===== config.mk =====
export PLATFORM = sky130hd
export DESIGN_NAME = dmem_arbiter
export DESIGN_NICKNAME = d
export VERILOG_FILES = /design/src/rtl/dmem_arbiter.sv
export SDC_FILE = /design/constraint.sdc
export NUM_CORES = 1
export LEC_CHECK = 0
export ABC_CLOCK_PERIOD_IN_PS = 1950
export CORE_MARGIN = 5
export CORE_UTILIZATION = 40
export CTS_CLUSTER_SIZE = 25
export DETAILED_ROUTE_END_ITERATION = 16
export PLACE_DENSITY = 0.92
export REMOVE_ABC_BUFFERS = 1
export SLEW_MARGIN = 20
export SYNTH_ARGS = -nofsm -noshare
export SYNTH_HDL_FRONTEND = slang
export SYNTH_SLANG_ARGS = --single-unit

===== constraint.sdc =====
create_clock -name clk -period 1.95 [get_ports clk]
set_input_delay 0.39 -clock clk [delete_from_list [all_inputs] [get_ports clk]]
set_output_delay 0.39 -clock clk [all_outputs]
set_load 0.05 [all_outputs]

===== src/rtl/dmem_arbiter.sv =====
// Round-robin arbiter sharing one single-port synchronous data memory between
// the CPU load/store path and an external loader/debug port.
module dmem_arbiter #(
  parameter int AW = 32,
  parameter int DW = 32,
  parameter int CW = 16
) (
  input  logic          clk,
  input  logic          clrn,
  input  logic          cpu_req,
  input  logic          cpu_we,
  input  logic [AW-1:0] cpu_addr,
  input  logic [DW-1:0] cpu_wdata,
  output logic          cpu_ack,
  output logic [DW-1:0] cpu_rdata,
  output logic          cpu_stall,
  input  logic          ext_req,
  input  logic          ext_we,
  input  logic [AW-1:0] ext_addr,
  input  logic [DW-1:0] ext_wdata,
  output logic          ext_ack,
  output logic [DW-1:0] ext_rdata,
  input  logic          ext_lock,
  output logic          mem_en,
  output logic          mem_we,
  output logic [AW-1:0] mem_addr,
  output logic [DW-1:0] mem_wdata,
  input  logic [DW-1:0] mem_rdata,
  output logic [CW-1:0] wait_cnt
);

  typedef enum logic [1:0] {
    IDLE  = 2'd0,
    ISSUE = 2'd1,
    CAPT  = 2'd2,
    DONE  = 2'd3
  } state_t;

  localparam logic OWN_CPU = 1'b0;
  localparam logic OWN_EXT = 1'b1;

  state_t state;
  state_t next_state;
  logic   owner;
  logic   last_owner;
  logic   cpu_elig;
  logic   ext_elig;
  logic   grant;
  logic   grant_owner;

  assign cpu_stall = cpu_req & ~cpu_ack;

  // Eligibility and round-robin pick; a tie goes to whoever did not own last.
  always_comb begin
    cpu_elig    = cpu_req & ~ext_lock;
    ext_elig    = ext_req;
    grant       = cpu_elig | ext_elig;
    grant_owner = OWN_CPU;
    if (cpu_elig && ext_elig) begin
      grant_owner = ~last_owner;
    end else if (ext_elig) begin
      grant_owner = OWN_EXT;
    end else begin
      grant_owner = OWN_CPU;
    end
  end

  always_ff @(posedge clk) begin
    if (clrn) begin
      state <= IDLE;
    end else begin
      state <= next_state;
    end
  end

  always_comb begin
    next_state = state;
    case (state)
      IDLE:    next_state = grant ? ISSUE : IDLE;
      ISSUE:   next_state = CAPT;
      CAPT:    next_state = DONE;
      DONE:    next_state = IDLE;
      default: next_state = IDLE;
    endcase
  end

  // Registered outputs: memory command, owner bookkeeping, read capture, acks.
  always_ff @(posedge clk) begin
    if (clrn) begin
      owner      <= OWN_CPU;
      last_owner <= OWN_EXT;
      mem_en     <= 1'b0;
      mem_we     <= 1'b0;
      mem_addr   <= {AW{1'b0}};
      mem_wdata  <= {DW{1'b0}};
      cpu_ack    <= 1'b0;
      ext_ack    <= 1'b0;
      cpu_rdata  <= {DW{1'b0}};
      ext_rdata  <= {DW{1'b0}};
    end else begin
      cpu_ack <= 1'b0;
      ext_ack <= 1'b0;
      case (state)
        IDLE: begin
          if (grant) begin
            owner      <= grant_owner;
            last_owner <= grant_owner;
            mem_en     <= 1'b1;
            if (grant_owner == OWN_EXT) begin
              mem_we    <= ext_we;
              mem_addr  <= ext_addr;
              mem_wdata <= ext_wdata;
            end else begin
              mem_we    <= cpu_we;
              mem_addr  <= cpu_addr;
              mem_wdata <= cpu_wdata;
            end
          end
        end
        ISSUE: begin
          mem_en <= 1'b0;
        end
        CAPT: begin
          // mem_rdata answers the ISSUE cycle; stores leave rdata untouched.
          if (!mem_we) begin
            if (owner == OWN_EXT) begin
              ext_rdata <= mem_rdata;
            end else begin
              cpu_rdata <= mem_rdata;
            end
          end
          if (owner == OWN_EXT) begin
            ext_ack <= 1'b1;
          end else begin
            cpu_ack <= 1'b1;
          end
        end
        DONE: begin
          mem_en <= 1'b0;
        end
        default: begin
          mem_en <= 1'b0;
        end
      endcase
    end
  end

  // Saturating count of CPU stall cycles.
  always_ff @(posedge clk) begin
    if (clrn) begin
      wait_cnt <= {CW{1'b0}};
    end else if (cpu_stall && (wait_cnt != {CW{1'b1}})) begin
      wait_cnt <= wait_cnt + {{(CW-1){1'b0}}, 1'b1};
    end else begin
      wait_cnt <= wait_cnt;
    end
  end

endmodule

==> results of run 1 <==
==> stage by stage <==
| stage | setup slack [ns] | setup TNS, ns | total power, mW | instance area (sq um) | std cells |
|---|---|---|---|---|---|
| final | 0.140 | 0 | 12.0 | 9950 | 1280 |
| after global routing | 0.00934 | 0 | 12.5 | 9950 | 1280 |
| after global placement | 0.00305 | 0 | 8.87 | 9450 | 1248 |
| after CTS | 0.000376 | 0 | 12.1 | 9930 | 1280 |
| after detailed placement | -0.0655 | -0.656 | 8.99 | 9450 | 1248 |
| after floorplan | -1.31 | -112.06 | 7.03 | 5830 | 711 |
==> worst max path at each step <==
stage	cells past startpoint	end	from	slack, ns
after floorplan	4	mem_addr[0]	state[0]	-1.31
after global placement	6	mem_addr[14]	cpu_req	0.003
after detailed placement	6	mem_wdata[20]	cpu_req	-0.07
after CTS	1	ext_rdata[1]	ext_rdata[1]	0.0004
after global routing	4	wait_cnt[15]	wait_cnt[5]	0.009
final	4	wait_cnt[15]	wait_cnt[9]	0.14
==> per-layer routing <==
layer,GRT usage [%],up-vias
li1,-,3269
met1,24.4,2988
met2,36.7,310
met3,7.52,63
met4,12.6,0
met5,0,-
==> state kept, by name (all words and copies together), names as in the netlist, 2 cells and up <==
| register | cells |
|---|---|
| ext_rdata | 32 |
| wait_cnt | 16 |
| mem_addr | 32 |
| mem_wdata | 32 |
| cpu_rdata | 32 |
| state | 2 |
==> layout by cell type, fill, tap and decap left out, drive strengths merged, types with 2 or more instances in the layout <==
master / n
a21oi: 77
o21ai: 6
o31ai: 6
bufinv: 2
ha: 5
nand2: 266
nand4: 6
a311oi: 65
nor3b: 3
clkbuf: 19
nor3: 4
dlygate4sd2: 94
and3: 2
dfxtp: 152
and4: 2
clkdlybuf4s50: 165
buf: 84
nand3: 6
clkinv: 6
or4: 8
nand3b: 3
inv: 6
clkinvlp: 3
or3: 3
nor2: 73
nor2b: 3
nor4: 3
dlymetal6s2s: 6
and3b: 2
==> layout make-up <==
class | count | area share (%)
Clock buffer | 19 | 4.55
Clock inverter | 13 | 1.46
Inverter | 4 | 0.151
Multi-Input combinational cell | 555 | 28.0
Sequential cell | 152 | 30.6
Tap cell | 188 | 2.36
Timing Repair Buffer | 349 | 32.9
==> power breakdown <==
group	switching (mW)	internal, mW	leakage, nW	total (mW)
combinational	3.21	1.52	2.76	4.72
clock	1.34	1.97	0.286	3.31
sequential	0.285	3.65	1.24	3.94
==> synthesized netlist by cell type, types with 4 or more instances <==
cell type	instances	area, sq um
nand2_1	266	998
dfxtp_1	152	3040
a21oi_1	77	385
nor2_1	73	274
a311oi_1	65	569
clkbuf_1	51	191
or4_1	8	60.1
buf_1	6	22.5
nand3_1	6	30.0
o21ai_0	6	30.0
o31ai_1	6	45.0
buf_2	5	25.0
ha_1	5	62.6
nand4_1	5	31.3
nor3_1	4	20.0
==> critical path: stages, from the launching register on <==
cell and delay (ns):
dfxtp_1 0.47, nand4_2 0.15, or4_1 0.57, or4_1 0.41, a21oi_1 0.15
==> logic make-up (layout without fill, tap and decap cells) <==
family          count (synthesis)  after routing  share of synthesized area, %
compound gates                160            160                          17.8
xor+xnor                        1              1                         0.144
fa+ha+maj                       5              5                          1.03
buf+inv                        66            385                          4.19
flops                         152            152                          50.2
mux                             2              2                         0.351
simple gates                  387            387                          26.3
==> repair_timing <==
item / CTS / global route
resized for setup: 94 / 7
pin swaps: 0 / 0
endpoints found under the setup margin: 94 / 7
==> results.yml, run 1 <==
power_and_ir_drop:
  p_per_area_nw_per_um2: 1200
  leakage_nw: 4.29
  peakVddDrop_mv: 0.615
logic_synthesis:
  synth_async_sr_flop_share_pct: 0
  synth_seq_cells: 152
  syn_area_per_cell_sq_um: 7.85
  synth_cell_types: 39
  yosysSeqAreaShare_pct: 50.2
  syn_area_sq_um: 6070
  syn_inst: 773
  synth_ff_type: "dfxtp_1"
  yosys_warnings: 0
  synth_edf_count: 0
status:
  status: "finished, final reports clean"
route:
  finalWirelength_um: 20500
  drcViolationCount: 0
  drt_iter0_drc: 350
  num_vias: 6630
  drt-pass1-iter-count: 6
  route.met3.wl_um: 1800
  wl_per_cell_um: 16.0
  wl_met2_um: 9760
  via_per_inst: 5.18
  met1_length_um: 7850
  dr.max_layer_used: "met4"
  postRouteAntennaNets: 0
final_layout:
  n_antenna_cell: 0
  register_area_sq_um: 3040
  final_util_pct: 66.2
  multi_input_comb_area_sq_um: 2790
  nFillCells: 1190
  synthToLayoutAreaGrowth_pct: 64.0
  fin_nets: 1251
  drive_above_1_share_pct: 11.4
critical_path:
  reg2reg_slack_ns: 0.14
  crit_type: "flop to flop"
  arrival_ns: 2.16
  r2r_end: "wait_cnt[15]"
  rr_worst_depth: 4
  crit_fanout: 7
  cp-start-kind: "flop"
  r2r_start: "wait_cnt[9]"
  worst_ep_required_time_ns: 2.30
  critPathCaptureType: "flop"
cts:
  clock_sinks: 152
  clk_latency_ns: 0.42
  postCtsHoldBufs: 0
  cts_htree_levels: 4
  cts-root-buf: "clkbuf_16"
  clkTransAtPathRegs_ns: 0.06
  clk_path_buf_depth: 2
  post_cts_buffers: 0
  cts_buffers: 17
  cts_tree: "yes"
floorplan:
  core_area_sq_um: 15000
  io_pins: 316
  die_area_sq_um: 17700
  chipHeight_um: 133
  placementRows: 45
  dieWidth_um: 133
  start_util_pct: 40.4
global_route:
  grt_max_degree: 62
  grt_pass1_wl_um: 31500
  grt_pass1_vias: 6271
  antenna_found_initial: 0
  grt.total_usage_pct: 22.0
  grt_overflow: 0
sta:
  max_slew_margin_pct: 62.3
  fin_crit_ns: 1.81
  setup_viol: 0
  timing.hold.ws_ns: 0.366
  tightest_slew_ns: 0.567
  fmax_mhz: 552
  post-route-period-util_pct: 92.8
  fin_worst_skew_ns: 0.00674
  slew_viol_final: 0
  rsz0062_at_grt: "false"
  final_hold_viol_count: 0
flow_run:
  max_cap_violations: 0
worst_hold_path:
  min-delay-start: "clrn"
  worstHoldPathType: "input port to flop"
  hold_depth: 2
  hold_end: "owner"
placed_design:
  dp_hpwl_um: 15300
  place.port_buffers: 315
  gp_congestion: 0.826
(Power assumes the default switching activity.)
==> inputs of run 2 (changes only) <==
--- a/config.mk
+++ b/config.mk
@@ -6,7 +6,7 @@
 export NUM_CORES = 1
 export LEC_CHECK = 0
 export ABC_CLOCK_PERIOD_IN_PS = 1950
-export CORE_MARGIN = 5
+export CORE_MARGIN = 2
 export CORE_UTILIZATION = 40
 export CTS_CLUSTER_SIZE = 25
 export DETAILED_ROUTE_END_ITERATION = 16
==> results.yml, run 2 (synthesis results as in run 1) <==
placed_design:
  pre_cts_ws_ns: -0.156
  gp_congestion: 0.837
  dp_hpwl_um: 14300
  placed_cell_area_sq_um: 9550
  place.port_buffers: 315
status:
  status: "finished, final reports clean"
global_route:
  grt.total_usage_pct: 24.1
  grt_max_degree: 65
  grt_overflow: 0
  grt_pass1_vias: 6237
  grt_pass1_wl_um: 31200
  antenna_found_initial: 0
power_and_ir_drop:
  switchingPower_mw: 4.92
  intPower_mw: 7.11
  peakVddDrop_mv: 0.602
  power_frac_seq_pct: 32.7
  p_per_area_nw_per_um2: 1200
  leakage_nw: 4.34
  pwr-share-comb_pct: 40.1
  switching_share_pct: 40.9
  clkPwrFrac_pct: 27.2
sta:
  final_hold_viol_count: 0
  slew_viol_final: 0
  fin_crit_ns: 1.82
  setup_viol: 0
  fin_worst_skew_ns: 0.00855
  rsz0062_at_grt: "false"
  max_slew_margin_pct: 64.5
  tightest_slew_ns: 0.535
  fmax_mhz: 549
  fin_ws_ns: 0.130
  post-route-period-util_pct: 93.3
critical_path:
  critPathCaptureType: "flop"
  r2r_end: "wait_cnt[15]"
  worst_ep_required_time_ns: 2.30
  rr_worst_depth: 4
  r2r_start: "wait_cnt[3]"
  crit_type: "flop to flop"
  worstSetupEndpoint: "wait_cnt[15]"
  reg2reg_slack_ns: 0.13
  crit_fanout: 8
  cp-start-kind: "flop"
  arrival_ns: 2.17
  startpoint: "wait_cnt[3]"
route:
  drt_iter0_drc: 442
  num_vias: 6645
  drt-pass1-iter-count: 5
  wl_per_cell_um: 15.5
  finalWirelength_um: 19800
  via_per_inst: 5.18
  postRouteAntennaNets: 0
  drcViolationCount: 0
floorplan:
  placementRows: 45
  dieWidth_um: 127
  chipHeight_um: 127
  start_util_pct: 40.4
  core_area_sq_um: 15000
  io_pins: 316
  die_area_sq_um: 16200
final_layout:
  final_cell_mix: "265 x nand2_1, 165 x clkdlybuf4s50_1, 152 x dfxtp_1"
  synthToLayoutAreaGrowth_pct: 65.2
  register_area_sq_um: 3040
  n_antenna_cell: 0
  nFillCells: 1210
  fin_nets: 1254
  multi_input_comb_area_sq_um: 2790
  drive_above_1_share_pct: 10.8
  mostFrequentLayoutCell: "nand2_1"
  final_area_sq_um: 10000
worst_hold_path:
  worstHoldPathType: "input port to flop"
cts:
  clk_path_buf_depth: 2
  post_cts_buffers: 0
  cts_htree_levels: 4
  cts_buffers: 17
  postCtsHoldBufs: 0
  clkTransAtPathRegs_ns: 0.07
  clock_sinks: 152
  cts_tree: "yes"
  cts-root-buf: "clkbuf_16"
  clk_latency_ns: 0.42
flow_run:
  max_cap_violations: 0
run 2: cell types whose count changed in the layout (fill, tap and decap cells not counted), moves of 2 or more:
cell	previous run	this run
buf_12	7	11
inv_6	3	7
clkinv_2	2	0
clkinv_4	3	1
buf_4	77	67
dlygate4sd2_1	94	102
run 2: metrics by stage:
step / power [mW] / instances / hold slack [ns] / TNS [ns] / util (%)
5_1_grt: 12.6 / 1283 / 0.357 / 0 / 66.7
3_5_place_dp: 9.10 / 1251 / 0.447 / -4.08 / 63.5
3_3_place_gp: 8.97 / 1251 / 0.441 / -0.254 / 63.5
2_1_floorplan: 7.03 / 711 / 0.456 / -112.06 / -
4_1_cts: 12.1 / 1283 / 0.334 / 0 / 66.6
6_report: 12.0 / 1283 / 0.345 / 0 / 66.7
run 2: metal layers:
metal | up-vias | global-route usage (%) | routed length [um] | share of wire, %
met5 | - | 0 | 0 | 0
met4 | 0 | 9.83 | 608 | 3.1
met3 | 42 | 6.32 | 1360 | 6.9
met2 | 288 | 41.9 | 10100 | 51
met1 | 3035 | 28.2 | 7790 | 39
li1 | 3280 | - | - | -
run 2: what timing repair did:
action / 4_1_cts / 5_1_grt
pin swaps: 0 / 0
setup endpoints to repair: 102 / 7
resized for setup: 102 / 7
run 2: worst min-delay path by stage:
stage / from / to / slack [ns] / cells past startpoint
6_report: clrn / owner / 0.35 / 2
5_1_grt: clrn / state[1] / 0.36 / 2
4_1_cts: clrn / owner / 0.33 / 2
3_5_place_dp: ext_rdata[20] / ext_rdata[20] / 0.45 / 2
3_3_place_gp: cpu_rdata[22] / cpu_rdata[22] / 0.44 / 2
2_1_floorplan: last_owner / last_owner / 0.46 / 1
run 2: power by group through the flow:
stage	clock [mW]	sequential [mW]	combinational (mW)
2_1_floorplan	0	5.76	1.27
3_3_place_gp	0	3.99	4.98
3_5_place_dp	0	4.02	5.08
4_1_cts	3.32	3.94	4.85
5_1_grt	3.47	4.00	5.12
6_report	3.27	3.93	4.83
run 2: area by class of cell:
type | count | share of cell area [%]
inverters | 4 | 0.150
clock buffers | 19 | 4.52
clock inverters | 13 | 1.34
flip-flops and latches | 152 | 30.4
multi-input cells | 555 | 27.8
well taps | 188 | 2.35
repair buffers | 352 | 33.5
run 2: critical path, stage by stage (launching register included):
cell and delay [ns]:
dfxtp_1 0.45, nand4_1 0.20, or4_1 0.54, or4_1 0.41, a21oi_1 0.15
==> RTL edit 1, RTL diff (config.mk and constraints of run 1) <==
Re-encode `state_t` (4 states) as Gray code, 2 bits wide.
--- a/src/rtl/dmem_arbiter.sv
+++ b/src/rtl/dmem_arbiter.sv
@@ -30,10 +30,10 @@
 );
 
   typedef enum logic [1:0] {
-    IDLE  = 2'd0,
-    ISSUE = 2'd1,
-    CAPT  = 2'd2,
-    DONE  = 2'd3
+    IDLE  = 2'b00,
+    ISSUE = 2'b01,
+    CAPT  = 2'b11,
+    DONE  = 2'b10
   } state_t;
 
   localparam logic OWN_CPU = 1'b0;
Check against the original RTL: no difference found for any inputs over 4 cycles, from zero or initial values; so few cycles prove little.
==> RTL edit 1 against run 1 <==
Critical path type unchanged. Total power fell by 23%. Design area rose by 0.50%. Cell count fell by 0.23%. Synthesized area rose by 0.89%. Core utilization rose by 0.085 points. Highest routed layer is now met5. Sequential cell count did not move. Count of clock-buffer cells in the layout did not move. Clock power barely moved. Worst setup slack got worse by 29 ps. Wire length rose by 3.6%. Hold slack improved by 17 ps.
==> RTL edit 1: results (changes against run 1) <==
hpwl dp 15.8 mm (was 15.3 mm); post-synthesis sequential area ratio 49.7% (was 50.2%); GRT Total Usage 22.5% (was 22.0%); nets@finish 1247 (was 1251); largest net degree at the start of global routing 64 (was 62); Iter 0 DRT Violations 415 (was 350); headroom to the max-slew limit 64.8% (was 62.3%); vias in the first global route 6389 (was 6271); dpl ws -88.0 ps (was -65.5 ps); Routed Wire Length 21.3 mm (was 20.5 mm); post-synthesis mux area share 0.348% (was 0.351%); initial antenna violation count 1 (was 0); first-pass GRT wire length 32.2 mm (was 31.5 mm); Via Count 6675 (was 6630); Adder-Cell Fraction of Synth Area 0.818% (was 1.03%); commonest cells in the synthesized netlist 261 x nand2_1, 152 x dfxtp_1, 77 x a21oi_1 (was 266 x nand2_1, 152 x dfxtp_1, 77 x a21oi_1); number of warnings issued by yosys 0 (unchanged); placed inst area 9520 um2 (was 9450 um2); Fin Clk Skew 10.9 ps (was 6.74 ps); status complete, no violations (unchanged); drt first pass iters 5 (was 6); Area contributors post-synth dfxtp_1 50%, nand2_1 16%, a311oi_1 9.4%, a21oi_1 6.3%, nor2_1 4.5% (was dfxtp_1 50%, nand2_1 16%, a311oi_1 9.4%, a21oi_1 6.4%, nor2_1 4.5%); critical path's slowest cell nor4_4 (was or4_1); maximum vdd drop 0.000589 V (was 0.000615 V); compound-cell area share of the yosys netlist 17.9% (was 17.8%); Synth Area in XOR/XNOR 0% (was 0.144%); Crit Path Max Fanout 9 (was 7); share of layout cells above drive strength 1 11.8% (was 11.4%); Post-CTS Setup Bufs 0 (unchanged); P&R area growth vs syn 63.3% (was 64.0%); routability congestion estimate 0.809 (was 0.826); Leakage 4.29 nW (about the same); Clock Root Buffer clkbuf_16 (unchanged)
-- RTL edit 1: cell types whose count changed after synthesis, sizes merged, moves of 2 or more --
cell	change
and4	+2
nand3	-2
nor3	+2
o21ai	+2
a31oi	+2
buf	+2
nand2	-5
inv	+2
or4	-4
nand2b	+2
-- RTL edit 1: path summary, 6_finish.rpt --
path / end / slack [ps] / cells after the start / start
setup / recovery: wait_cnt[2] / 110 / 4 / wait_cnt[9]
hold / removal: state[1] / 380 / 2 / clrn
setup reg to reg: wait_cnt[2] / 110 / 4 / wait_cnt[9]
hold reg to reg: cpu_rdata[17] / 450 / 2 / cpu_rdata[17]
-- RTL edit 1: per-stage QoR --
stage          hold slack (ps)  util [%]  cells
6_report                   383      66.3   1277
3_3_place_gp               441      63.1   1245
3_5_place_dp               447      63.1   1245
5_1_grt                    408      66.3   1277
2_1_floorplan              456         -    708
4_1_cts                    369      66.2   1277
-- RTL edit 1: critical path, delay by kind of cell, from the launching register on --
family | cells | cell delay (ps)
AOI/OAI and AO/OA | 1 | 270
DFF | 1 | 500
and+or+nand+nor | 3 | 970
-- RTL edit 1: cell type report --
cell class | count | area, um2
clock inverter | 13 | 145
sequential | 152 | 3040
tap | 188 | 235
fill | 1226 | 5090
timing repair buffer | 349 | 3280
multi-input combinational | 551 | 2820
inverter | 5 | 18.8
clock buffer | 19 | 453
-- RTL edit 1: routing by layer --
metal | share of wire (%) | GRT usage (%) | vias to the layer above
met5 | 0.033 | 0 | -
met4 | 3.5 | 11.0 | 2
met3 | 9.7 | 8.19 | 53
met2 | 50 | 39.3 | 306
met1 | 37 | 24.1 | 3047
li1 | - | - | 3267
-- RTL edit 1: power breakdown --
group / internal (mW) / switching [mW]
registers: 3.35 / 0.136
clock network: 1.96 / 1.35
logic: 0.875 / 1.51
-- RTL edit 1: logic make-up after synthesis --
family | after synthesis
AOI/OAI and AO/OA | 163
adders and majority gates | 4
buffers and inverters | 68
DFF | 152
muxes | 2
and+or+nand+nor | 382
-- RTL edit 1: timing repair --
action,CTS,global route
resized for setup,98,2
hold buffers,0,0
endpoints found under the setup margin,98,3
gates cloned,0,0
pin swaps,0,1
==> RTL edit 2, RTL diff (config.mk and constraints of run 1) <==
Without the edit above. The parameter `DW` goes from 32 to 64.
--- a/src/rtl/dmem_arbiter.sv
+++ b/src/rtl/dmem_arbiter.sv
@@ -2,7 +2,7 @@
 // the CPU load/store path and an external loader/debug port.
 module dmem_arbiter #(
   parameter int AW = 32,
-  parameter int DW = 32,
+  parameter int DW = 64,
   parameter int CW = 16
 ) (
   input  logic          clk,
Interface: changed (6 resized); port bits go from 316 to 508. The function was not compared with the original's and may differ.
==> RTL edit 2 against run 1 <==
Total power grew 65%. Global-route usage grew 5.2 points. Fmax shrank 2.5%. Worst setup slack lost 45 ps. Non-clock buffer count grew 225. Count of clock-buffer cells in the layout grew 16. Clock skew grew 1.8 ps. Synthesized area grew 59%. Design area grew 61%. Wire length grew 96%. Sequential share of layout area grew 0.48 points. Sequential cell count grew 96. Critical endpoint is now mem_wdata[14]. Largest cell class unchanged.
==> RTL edit 2: results (changes against run 1) <==
Leakage 6.83 nW (was 4.29 nW); GR met2 Demand/Resource 48.2% (was 36.7%); wire length per cell 19.4 um (was 16.0 um); first-pass GRT wire length 59.3 mm (was 31.5 mm); hpwl dp 29.4 mm (was 15.3 mm); Hold Path Cell Cnt 2 (unchanged); library cells used by synthesis 48 (was 39); Synth Flop Type dfxtp_1 (unchanged); Worst R2R Path Depth 6 (was 4); H-tree depth 1 (was 4); clk buf depth 3 (was 2); PwrDens 1240 nW/um2 (was 1200 nW/um2); number of warnings issued by yosys 0 (unchanged); Area contributors post-synth dfxtp_1 51%, nand2_1 18%, a311oi_1 8.9%, a21oi_1 7.1%, nor2_1 4.2% (was dfxtp_1 50%, nand2_1 16%, a311oi_1 9.4%, a21oi_1 6.4%, nor2_1 4.5%); post-synthesis sequential area ratio 51.4% (was 50.2%); placed cell count 2015 (was 1248); vias in the first global route 11.1k (was 6271); commonest cells in the synthesized netlist 455 x nand2_1, 248 x dfxtp_1, 137 x a21oi_1 (was 266 x nand2_1, 152 x dfxtp_1, 77 x a21oi_1); DR vias/cell 5.32 (was 5.18); Iter 0 DRT Violations 890 (was 350); fill cell count 1741 (was 1190); placed inst area 15200 um2 (was 9450 um2); maximum vdd drop 0.000611 V (was 0.000615 V); Worst-path clk slew 60 ps (about the same); M1 GR Usage 28.1% (was 24.4%); Min-Delay Path Class input port to register (unchanged); initial antenna violation count 2 (was 0); largest net degree at the start of global routing 65 (was 62); worst skew pair latency 520 ps (was 420 ps); status complete, no violations (unchanged); PortBufs 507 (was 315); post-synthesis async set-or-reset flop share 0% (unchanged); number of buffers created by CTS 27 (was 17); met3 usage 7.97% (was 7.52%); Fin Clk Skew 8.52 ps (was 6.74 ps); Clock Root Buffer clkbuf_16 (unchanged); Worst EP arrival 2250 ps (was 2160 ps); biggest regs cpu_rdata x64, ext_rdata x64, mem_wdata x64; dpl ws -308 ps (was -65.5 ps); Crit Path Max Fanout 44 (was 7); share of layout cells above drive strength 1 13.1% (was 11.4%); Worst Max-Slew Pin Slew 571 ps (was 567 ps); GRT Total Usage 27.2% (was 22.0%); routability congestion estimate 0.897 (was 0.826); drt first pass iters 7 (was 6); Syn Inst Count 1227 (was 773); Routed Wire Length 40.2 mm (was 20.5 mm)
-- RTL edit 2: cell types whose count changed after synthesis, moves of 3 or more --
cell / change
a311oi_1: +33
nand2_1: +189
nor2_1: +34
buf_2: +7
or3_1: -3
or3_2: +3
clkbuf_1: +27
inv_1: +3
a21oi_1: +60
dfxtp_1: +96
or4_1: -5
-- RTL edit 2: what timing repair did --
action / in CTS / in global routing
buffers inserted: 0 / 2
gates resized for setup: 151 / 0
hold buffers: 0 / 0
pin swaps: 0 / 1
hold endpoints to repair: 0 / 0
endpoints found under the setup margin: 151 / 8
-- RTL edit 2: final cells by class --
class | count | area share, %
clock inverters | 13 | 1.39
inverters | 7 | 0.165
flip-flops and latches | 248 | 31.1
well taps | 319 | 2.50
diodes | 2 | 0.0313
clock buffers | 35 | 4.79
multi-input cells | 869 | 26.7
repair buffers | 574 | 33.4
-- RTL edit 2: logic make-up (layout without fill, tap and decap cells) --
group	count (synthesis)	after routing	share of synthesized area, %
AOI/OAI and AO/OA	255	255	17.7
xor gates and xnor gates	1	1	0.0907
adders and majority gates	5	5	0.647
buffers and inverters	110	629	4.79
DFF	248	248	51.4
muxes	3	3	0.363
other	0	2	0
and+or+nand+nor	605	605	25.1
-- RTL edit 2: worst paths after layout --
kind | from | end | slack, ps
worst min register to register | ext_rdata[20] | ext_rdata[20] | 450
worst max register to register | wait_cnt[14] | wait_cnt[1] | 120
worst max-delay path | cpu_req | mem_wdata[14] | 90
worst min-delay path | clrn | ext_rdata[63] | 320
-- RTL edit 2: routing by layer --
layer  share of wire (%)  vias to the layer above
met3                  10                      141
met4                 6.7                        0
met1                  34                     5061
met2                  49                      633
li1                    -                     5157
met5                   0                        -
-- RTL edit 2: worst max-delay path, cell delays in order --
cell and delay [ps]:
clkdlybuf4s50_1 480, buf_4 110, nor2b_1 250, o21a_4 300
buf_12 240, nor2_1 60, a311oi_1 380
-- RTL edit 2: power breakdown --
| group | total (mW) | internal [mW] | leakage, nW | switching, mW |
|---|---|---|---|---|
| clock network | 5.63 | 3.55 | 0.487 | 2.08 |
| logic | 7.74 | 2.40 | 4.32 | 5.34 |
| registers | 6.41 | 5.93 | 2.03 | 0.487 |
